File: src/rtl/weight_loader_pkg.sv
// Shared definitions for the weight loader: FSM state encoding and the
// width helper for the one-hot per-neuron enable vectors.
package weight_loader_pkg;

    typedef enum logic [1:0] {
        IDLE = 2'd0,
        LOAD = 2'd1,
        DONE = 2'd2,
        ERR  = 2'd3
    } state_t;

    // One enable bit per neuron memory; never narrower than one bit.
    function automatic int onehot_width(input int num_neuron);
        return (num_neuron < 1) ? 1 : num_neuron;
    endfunction

endpackage

File: src/rtl/loader_addr_gen.sv
// Neuron-major address generator: weight and neuron counters, wrap detection
// and final-word detection. With WEIGHT_LOADER_BIAS_EN a bias slot follows each neuron.
module loader_addr_gen
    import weight_loader_pkg::*;
#(
    parameter int numNeuron    = 30,
    parameter int numWeight    = 784,
    parameter int addressWidth = 10,
    parameter int neuronWidth  = 5
) (
    input  logic                    clk,
    input  logic                    rst_n,
    input  logic                    clear,
    input  logic                    advance,
    output logic [addressWidth-1:0] weight_idx,
    output logic [neuronWidth-1:0]  neuron_idx,
    output logic                    is_bias,
    output logic                    is_final
);

    localparam logic [addressWidth-1:0] LastWeight = addressWidth'(numWeight - 1);
    localparam logic [neuronWidth-1:0]  LastNeuron = neuronWidth'(numNeuron - 1);

    logic weight_wrap;
    logic last_neuron;

    assign weight_wrap = (weight_idx == LastWeight);
    assign last_neuron = (neuron_idx == LastNeuron);

`ifdef WEIGHT_LOADER_BIAS_EN
    // The bias slot is a separate flag so numWeight may equal 2^addressWidth.
    logic bias_phase;

    assign is_bias  = bias_phase;
    assign is_final = last_neuron && bias_phase;

    always_ff @(posedge clk or negedge rst_n) begin
        if (!rst_n) begin
            weight_idx <= '0;
            neuron_idx <= '0;
            bias_phase <= 1'b0;
        end else if (clear) begin
            weight_idx <= '0;
            neuron_idx <= '0;
            bias_phase <= 1'b0;
        end else if (advance) begin
            if (bias_phase) begin
                bias_phase <= 1'b0;
                weight_idx <= '0;
                neuron_idx <= neuron_idx + 1'b1;
            end else if (weight_wrap) begin
                bias_phase <= 1'b1;
                weight_idx <= '0;
            end else begin
                weight_idx <= weight_idx + 1'b1;
            end
        end
    end
`else
    assign is_bias  = 1'b0;
    assign is_final = last_neuron && weight_wrap;

    // NOTE: sequential state uses non-blocking assignments so every register
    // samples pre-edge values regardless of statement order.
    always_ff @(posedge clk or negedge rst_n) begin
        if (!rst_n) begin
            weight_idx <= '0;
            neuron_idx <= '0;
        end else if (clear) begin
            weight_idx <= '0;
            neuron_idx <= '0;
        end else if (advance) begin
            if (weight_wrap) begin
                weight_idx <= '0;
                neuron_idx <= neuron_idx + 1'b1;
            end else begin
                weight_idx <= weight_idx + 1'b1;
            end
        end
    end
`endif

endmodule

File: src/rtl/weight_loader.sv
// Streams neuron-major weight words into per-neuron memory write ports.
// Optional bias words per neuron when WEIGHT_LOADER_BIAS_EN is defined.
module weight_loader
    import weight_loader_pkg::*;
#(
    parameter int numNeuron    = 30,
    parameter int numWeight    = 784,
    parameter int addressWidth = 10,
    parameter int dataWidth    = 16,
    parameter int neuronWidth  = 5
) (
    input  logic                                 clk,
    input  logic                                 rst_n,
    input  logic                                 start,
    input  logic                                 in_valid,
    output logic                                 in_ready,
    input  logic [dataWidth-1:0]                 in_data,
    input  logic                                 in_last,
    output logic [onehot_width(numNeuron)-1:0]   w_en,
    output logic [addressWidth-1:0]              w_add,
    output logic [dataWidth-1:0]                 w_in,
`ifdef WEIGHT_LOADER_BIAS_EN
    output logic [onehot_width(numNeuron)-1:0]   b_en,
    output logic [dataWidth-1:0]                 b_in,
`endif
    output logic                                 busy,
    output logic                                 done,
    output logic                                 err
);

    localparam int EnW = onehot_width(numNeuron);

    state_t state, state_next;

    logic                    accept;
    logic                    clear;
    logic [addressWidth-1:0] weight_idx;
    logic [neuronWidth-1:0]  neuron_idx;
    logic                    is_bias;
    logic                    is_final;
    logic [EnW-1:0]          neuron_hot;

    assign accept     = in_valid && (state == LOAD);
    assign clear      = start && ((state == IDLE) || (state == ERR));
    assign neuron_hot = EnW'(1) << neuron_idx;

    // Status outputs decode directly from the state register.
    assign in_ready = (state == LOAD);
    assign busy     = (state == LOAD);
    assign done     = (state == DONE);
    assign err      = (state == ERR);

    loader_addr_gen #(
        .numNeuron    (numNeuron),
        .numWeight    (numWeight),
        .addressWidth (addressWidth),
        .neuronWidth  (neuronWidth)
    ) u_addr_gen (
        .clk        (clk),
        .rst_n      (rst_n),
        .clear      (clear),
        .advance    (accept),
        .weight_idx (weight_idx),
        .neuron_idx (neuron_idx),
        .is_bias    (is_bias),
        .is_final   (is_final)
    );

    always_ff @(posedge clk or negedge rst_n) begin
        if (!rst_n) state <= IDLE;
        else        state <= state_next;
    end

    // NOTE: state_next gets its default before any branch, so no latch is inferred.
    always_comb begin
        state_next = state;
        unique case (state)
            IDLE: if (start) state_next = LOAD;
            LOAD: begin
                if (accept) begin
                    if (is_final)     state_next = in_last ? DONE : ERR;
                    else if (in_last) state_next = ERR;
                end
            end
            DONE: state_next = IDLE;
            ERR:  if (start) state_next = LOAD;
            default: state_next = IDLE;
        endcase
    end

    // Write port: enables pulse for one cycle; address and data hold between writes.
    always_ff @(posedge clk or negedge rst_n) begin
        if (!rst_n) begin
            w_en  <= '0;
            w_add <= '0;
            w_in  <= '0;
        end else begin
            w_en <= (accept && !is_bias) ? neuron_hot : '0;
            if (accept && !is_bias) begin
                w_add <= weight_idx;
                w_in  <= in_data;
            end
        end
    end

`ifdef WEIGHT_LOADER_BIAS_EN
    always_ff @(posedge clk or negedge rst_n) begin
        if (!rst_n) begin
            b_en <= '0;
            b_in <= '0;
        end else begin
            b_en <= (accept && is_bias) ? neuron_hot : '0;
            if (accept && is_bias) b_in <= in_data;
        end
    end
`endif

endmodule

File: config.mk
export PLATFORM = sky130hd
export DESIGN_NAME = weight_loader
export DESIGN_NICKNAME = d
export VERILOG_FILES = /design/src/rtl/weight_loader_pkg.sv /design/src/rtl/loader_addr_gen.sv /design/src/rtl/weight_loader.sv
export SDC_FILE = /design/constraint.sdc
export NUM_CORES = 1
export LEC_CHECK = 0
export ABC_AREA = 1
export CAP_MARGIN = 20
export CORE_MARGIN = 10
export CORE_UTILIZATION = 48
export DETAILED_ROUTE_END_ITERATION = 10
export PLACE_DENSITY = 0.78
export SYNTH_ARGS = -nofsm -noshare
export SYNTH_HDL_FRONTEND = slang
export SYNTH_SLANG_ARGS = --single-unit
File: constraint.sdc
create_clock -name clk -period 2.1 [get_ports clk]
set_input_delay 0.42 -clock clk [delete_from_list [all_inputs] [get_ports clk]]
set_output_delay 0.42 -clock clk [all_outputs]
set_load 0.005 [all_outputs]
==> out/qor.yml, run 1 <==
synthesis:
  ys.flop_type: "dfrtp_1"
  synth_xor_area_share_pct: 0.847
  yosys.area_share.adder_pct: 4.44
  ys_types: 27
  syn_area_mm2: 0.00310
  yosysTopAreaCell: "dfrtp_1"
  synth_simple_gate_area_share_pct: 25.1
  avgSynthCellArea_um2: 9.26
  synth.most_common_cell: "nand2_1"
  synth.area.mux_share_pct: 0
  yosysTopAreaCellShare_pct: 58.9
  yosysSeqAreaShare_pct: 58.9
  synth-async-reset-ratio_pct: 100
  synth_top_family_by_area: "simple AND/OR/NAND/NOR gates"
  synth_seq_cells: 73
  synth_compound_area_share_pct: 5.16
  synth-edff-count: 0
  synth.yosys.warnings: 0
  synth_cells: 335
  synth_top_cells_by_area: "dfrtp_1, nand2_1, nor2_1, ha_1, inv_1"
  synthTopCellsByCount: "nand2_1, dfrtp_1, nor2_1"
  synthesis.nets: 367
finish:
  fillers: 522
  seq_area_mm2: 0.00183
  multi_input_area_mm2: 0.00111
  fin_nets: 453
  final_core_util_pct: 66.4
  syn_to_final_growth_pct: 35.3
  drive_gt1_share_pct: 9.62
  diodes: 0
floorplan:
  die_area_mm2: 0.0101
  core-area_mm2: 0.00631
  io_pins: 81
  die_h_um: 100
  rows: 29
  initial_core_util_pct: 49.1
  die_w_um: 100
cts:
  cts_inserted_buffers: 9
  h-tree-depth: 3
  root_buffer: "clkbuf_8"
  cts.clk_slew.worst_paths_ps: 80
  cts_max_path_buffers: 2
  clkLatencyLatePin_ps: 330
  cts.sinks: 73
  cts_hold_buf: 0
  cts_tree: "yes"
grt:
  antenna_found_initial: 0
  track_usage_pct: 15.0
  grt_pass1_wl_mm: 12.6
  grt_max_degree: 37
  grt.overflow.total: 0
  grt_pass1_vias: 2572
sta:
  drv_slew: 0
  maxSlewHeadroom_pct: 70.1
  finalHoldViolCount: 0
  setup_viol: 0
  period_minus_slack_ps: 2000
  rsz0062_at_grt: "false"
  clock.fmax_ghz: 0.500
  setup_tns_ps: 0
  finClkSkew_ps: 8.95
  worst_pin_slew_ps: 449
  fin_crit_sh_pct: 95.2
worst_setup_path:
  startpoint_type: "register"
  reg2reg_setup_slack_ps: 420
  cpPeakStageDelay_ps: 520
  crit_type: "register to output pin"
  crit_fanout: 4
  endpoint_kind: "output pin"
  worstPathCellList: "inv_1, ha_2, clkdlybuf4s50_1"
  cp.required_ps: 1680
  critPathArrivalTime_ps: 1580
  worst_path_max_delay_cell: "clkdlybuf4s50_1"
drt:
  postRouteAntennaNets: 0
  wire_per_inst_um: 14.4
  routed_via_density: 4.89
  vias: 2458
  first_pass_iters: 4
  drt_wl_total_mm: 7.25
  drc: 0
  drt-initial-drc-count: 88
power_and_ir_drop:
  max-vdd-ir-drop_v: 0.000651
  power_density_mw_per_mm2: 1100
  p_comb_share_pct: 34.8
  clkPwrFrac_pct: 25.6
  p_int_mw: 3.05
  sequentialPowerShare_pct: 39.6
  leakage_nw: 2.02
  switching_share_pct: 34.0
  p_sw_mw: 1.57
min_path:
  hp-class: "input port to async pin"
placement:
  place_congestion: 0.850
  io_buffers: 80
  hpwl_mm: 5.47
run:
  maxCapViolCount: 0
run_status:
  status: "finished clean"
==> metrics by stage <==
step	power (mW)	setup WS (ps)	hold slack (ps)	instance area (um2)	instances
6_report	4.62	102	69.8	4200	503
4_1_cts	4.67	43.0	71.1	4190	503
2_1_floorplan	2.75	605	124	3100	335
3_3_place_gp	3.42	326	425	3980	487
5_1_grt	4.95	24.3	90.1	4200	503
3_5_place_dp	3.47	277	437	3980	487
==> sequential cells by signal (all words and copies together) (netlist names) <==
name                   count
u_addr_gen.weight_idx     10
w_in                      16
w_add                     10
state                      2
w_en                      30
u_addr_gen.neuron_idx      5
==> power by group through the flow <==
stage / Clock [mW] / Combinational (mW) / Sequential (mW)
after floorplan: 0 / 0.916 / 1.83
after global placement: 0 / 1.58 / 1.84
after detailed placement: 0 / 1.62 / 1.85
after CTS: 1.21 / 1.63 / 1.83
after global routing: 1.26 / 1.82 / 1.87
final: 1.18 / 1.61 / 1.83
==> cells by family (layout without fill, tap and decap cells) <==
logic type / after synthesis / in the layout
AOI/OAI and AO/OA: 26 / 26
and+or+nand+nor: 181 / 181
adders and majority gates: 11 / 11
xor gates and xnor gates: 3 / 3
buffers and inverters: 41 / 132
DFF: 73 / 73
==> layout make-up <==
type / count / share of cell area [%]
well taps: 77 / 2.30
repair buffers: 85 / 19.9
clock buffers: 9 / 2.95
clock inverters: 7 / 2.21
flip-flops and latches: 73 / 43.5
multi-input cells: 221 / 26.4
inverters: 31 / 2.77
==> per-layer routing <==
metal	share of wire, %	GRT usage (%)	up-vias
met1	43	18.1	1171
met2	50	25.7	67
met3	6.2	4.33	6
met5	0	0	-
li1	-	-	1214
met4	0.55	3.91	0
==> cell usage in the layout, fill, tap and decap left out <==
| cell | synthesis | final |
|---|---|---|
| nand2_1 | 101 | 101 |
| clkdlybuf4s50_1 | 0 | 79 |
| dfrtp_1 | 73 | 73 |
| nor2_1 | 41 | 41 |
| inv_1 | 29 | 29 |
| nand3_1 | 19 | 19 |
| o21ai_1 | 10 | 10 |
| ha_1 | 11 | 10 |
| clkbuf_8 | 0 | 9 |
| o21ai_0 | 6 | 6 |
| nor3_1 | 5 | 5 |
| buf_4 | 2 | 5 |
| nand2_4 | 4 | 4 |
| o21ai_2 | 4 | 4 |
| nand2_2 | 3 | 3 |
| nand4_1 | 3 | 3 |
| xor2_1 | 3 | 3 |
| a21oi_1 | 3 | 3 |
| clkinv_2 | 0 | 3 |
| bufinv_16 | 0 | 2 |
| nor2_2 | 1 | 1 |
| inv_2 | 1 | 1 |
| clkinv_1 | 1 | 1 |
| nand3_2 | 1 | 1 |
| nor2_4 | 1 | 1 |
| o21ai_4 | 1 | 1 |
| nor3_2 | 1 | 1 |
| o31ai_1 | 1 | 1 |
| o22ai_1 | 1 | 1 |
| or2_2 | 1 | 1 |
| ha_2 | 0 | 1 |
| inv_6 | 0 | 1 |
| clkinv_4 | 0 | 1 |
| buf_2 | 8 | 1 |
==> worst max-delay path: cells and delay by family, from the launching register on <==
kind / cells / cell delay, ps
adders and majority gates: 1 / 210
DFF: 1 / 430
buffers and inverters: 2 / 610
==> repair_timing <==
item	in CTS	in global routing
setup buffers	0	0
resized for setup	0	1
endpoints found under the setup margin	0	2
==> final timing paths <==
path | depth (start not counted) | startpoint | endpoint
setup reg to reg | 9 | state[0]$_DFFE_PN0P_ | u_addr_gen.weight_idx[9]$_DFFE_PN0P_
hold / removal | 2 | rst_n | w_en[27]$_DFF_PN0_
setup / recovery | 3 | state[1]$_DFFE_PN0P_ | busy
max in group asynchronous | 3 | rst_n | w_en[12]$_DFF_PN0_
hold reg to reg | 2 | w_in[5]$_DFFE_PN0P_ | w_in[5]$_DFFE_PN0P_
min in group clk | 2 | w_in[5]$_DFFE_PN0P_ | w_in[5]$_DFFE_PN0P_
(Power assumes the default switching activity.)
==> run 2, diff against run 1 <==
--- a/config.mk
+++ b/config.mk
@@ -11,6 +11,7 @@
 export CORE_UTILIZATION = 48
 export DETAILED_ROUTE_END_ITERATION = 10
 export PLACE_DENSITY = 0.78
+export SLEW_MARGIN = 20
 export SYNTH_ARGS = -nofsm -noshare
 export SYNTH_HDL_FRONTEND = slang
 export SYNTH_SLANG_ARGS = --single-unit
==> results of run 2 <==
Final layout, timing and power as in run 1 (identical DEF).
==> run 3, diff against run 2 <==
--- a/config.mk
+++ b/config.mk
@@ -8,9 +8,9 @@
 export ABC_AREA = 1
 export CAP_MARGIN = 20
 export CORE_MARGIN = 10
-export CORE_UTILIZATION = 48
+export CORE_UTILIZATION = 50
 export DETAILED_ROUTE_END_ITERATION = 10
-export PLACE_DENSITY = 0.78
+export PLACE_DENSITY = 0.81
 export SLEW_MARGIN = 20
 export SYNTH_ARGS = -nofsm -noshare
 export SYNTH_HDL_FRONTEND = slang
==> constraint.sdc (replaced) <==
create_clock -name clk -period 2.4 [get_ports clk]
set_input_delay 0.48 -clock clk [delete_from_list [all_inputs] [get_ports clk]]
set_output_delay 0.48 -clock clk [all_outputs]
set_load 0.005 [all_outputs]
==> run 3 against run 2 <==
Design area shrank 1.3%. Sequential share of layout area grew 0.59 points. Largest power group unchanged. Register-to-register slack gained 150 ps.
==> out/qor.yml, run 3 (synthesis results as in run 1) <==
floorplan:
  rows: 28  # -3.4%
  initial_core_util_pct: 52.1  # +3.0 points
  die_h_um: 98.8  # -1.6%
  die_area_mm2: 0.00975  # -3.2%
  core-area_mm2: 0.00596  # -5.7%
  io_pins: 81  # unchanged
  die_w_um: 98.8  # -1.6%
run:
  maxCapViolCount: 0  # unchanged
placement:
  hpwl_mm: 5.21  # -4.7%
  place_area_mm2: 0.00396  # -0.31%
  pre_cts_slack_ps: 343  # +66.4 ps
  place_congestion: 0.902  # +6.1%
  io_buffers: 80  # unchanged
  dp_cells: 482  # -1.0%
finish:
  drive_gt1_share_pct: 7.84  # -1.8 points
  final_core_util_pct: 69.5  # +3.0 points
  stdcell_count: 496  # -1.4%
  syn_to_final_growth_pct: 33.4
  final_cell_mix: "nand2_1, clkdlybuf4s50_1, dfrtp_1"
  reg_top3: "w_en: 30 flops, w_in: 16 flops"
  layout_commonest_cell: "nand2_1"
  largest_register_ffs: 30  # unchanged
  top_register: "w_en"
  fin_nets: 450  # -0.66%
  final_area_mm2: 0.00414  # -1.3%
  diodes: 0  # unchanged
drt:
  drc: 0  # unchanged
  first_pass_iters: 4  # unchanged
  postRouteAntennaNets: 0  # unchanged
  drt_wl_total_mm: 7.11  # -1.9%
  wire_per_inst_um: 14.3  # -0.51%
  drt-initial-drc-count: 100  # +14%
  routed_via_density: 5.00  # +2.4%
  vias: 2481  # +0.94%
worst_setup_path:
  cpPeakStageDelay_ps: 550  # +30 ps
  endpoint_kind: "output pin"
  crit_fanout: 4  # unchanged
  startpoint_type: "register"
  crit_family: "buffers and inverters"
  worstPathCellList: "inv_1, ha_1, clkdlybuf4s50_1"
  cp.required_ps: 1920  # +240 ps
  crit_type: "register to output pin"
  worst_path_max_delay_cell: "clkdlybuf4s50_1"
  critPathArrivalTime_ps: 1630  # +50 ps
  critical_path_buf_inv_count: 2  # unchanged
sta:
  holdWs_ps: 88.5  # +18.8 ps
  finalHoldViolCount: 0  # unchanged
  finClkSkew_ps: 10.9  # +1.91 ps
  setup_viol: 0  # unchanged
  rsz0062_at_grt: "false"
  worst_pin_slew_ps: 528  # +79.0 ps
  finalWorstSetupSlack_ps: 286  # +185 ps
  maxSlewHeadroom_pct: 64.6  # -5.4 points
  setup_tns_ps: 0  # unchanged
  period_minus_slack_ps: 2110
  clock.fmax_ghz: 0.473
  fin_crit_sh_pct: 88.1
  drv_slew: 0  # unchanged
cts:
  clkLatencyLatePin_ps: 350  # +20 ps
  cts_tree: "yes"
  cts_max_path_buffers: 2  # unchanged
  cts.sinks: 73  # unchanged
  cts_setup_buffers: 0  # unchanged
  root_buffer: "clkbuf_8"
  cts.clk_slew.worst_paths_ps: 70  # about the same
  cts_hold_buf: 0  # unchanged
  cts_inserted_buffers: 9  # unchanged
  h-tree-depth: 3  # unchanged
  cts_resized: 0  # unchanged
min_path:
  hp-class: "input port to async pin"
grt:
  track_usage_pct: 14.9  # -0.16 points
  grt_pass1_wl_mm: 11.9  # -5.5%
  antenna_found_initial: 0  # unchanged
  grt_max_degree: 56  # +51%
  grt_pass1_vias: 2432  # -5.4%
  grt.overflow.total: 0  # unchanged
run_status:
  status: "finished clean"
power_and_ir_drop:
  p_total_mw: 3.89  # -16%
  leakage_nw: 1.98  # -1.6%
  max-vdd-ir-drop_v: 0.000573  # -12%
  power_density_mw_per_mm2: 940  # -15%
==> run 3: changes by cell type in the layout (fill, tap and decap cells not counted), sizes merged <==
cell and change:
buf -3, bufinv -1, clkbuf +2, clkinv -2, inv -1
==> run 3: power breakdown <==
part           leakage [nW]  internal [mW]  switching [mW]  total [mW]
Clock                0.0892          0.470           0.434       0.903
Sequential            0.986           1.44           0.158        1.60
Combinational         0.909          0.631           0.755        1.39
==> run 3: routing by layer <==
| metal | routed length, um | up-vias | share of wire (%) | track usage, % |
|---|---|---|---|---|
| met5 | 0 | - | 0 | 0 |
| met4 | 148 | 0 | 2.1 | 6.50 |
| met3 | 649 | 20 | 9.1 | 5.10 |
| met2 | 3400 | 94 | 48 | 23.1 |
| met1 | 2920 | 1159 | 41 | 18.4 |
| li1 | - | 1208 | - | - |
==> run 3: final cells by class <==
cell class              instances  area, um2
clock buffers                  11        131
clock inverters                 3       43.8
fillers                       461       1820
inverters                      31        116
multi-input cells             221       1100
flip-flops and latches         73       1830
well taps                      75       93.8
repair buffers                 82        823
==> run 3: worst paths after layout <==
kind / end / start / depth (start not counted) / slack (ps)
max: in_ready / state[1]$_DFFE_PN0P_ / 3 / 290
min: state[1]$_DFFE_PN0P_ / rst_n / 1 / 90
max reg2reg: u_addr_gen.weight_idx[5]$_DFFE_PN0P_ / state[1]$_DFFE_PN0P_ / 6 / 570
min reg2reg: w_in[9]$_DFFE_PN0P_ / w_in[9]$_DFFE_PN0P_ / 2 / 490
max in group asynchronous: u_addr_gen.neuron_idx[2]$_DFFE_PN0P_ / rst_n / 2 / 1660
min in group clk: w_in[9]$_DFFE_PN0P_ / w_in[9]$_DFFE_PN0P_ / 2 / 490
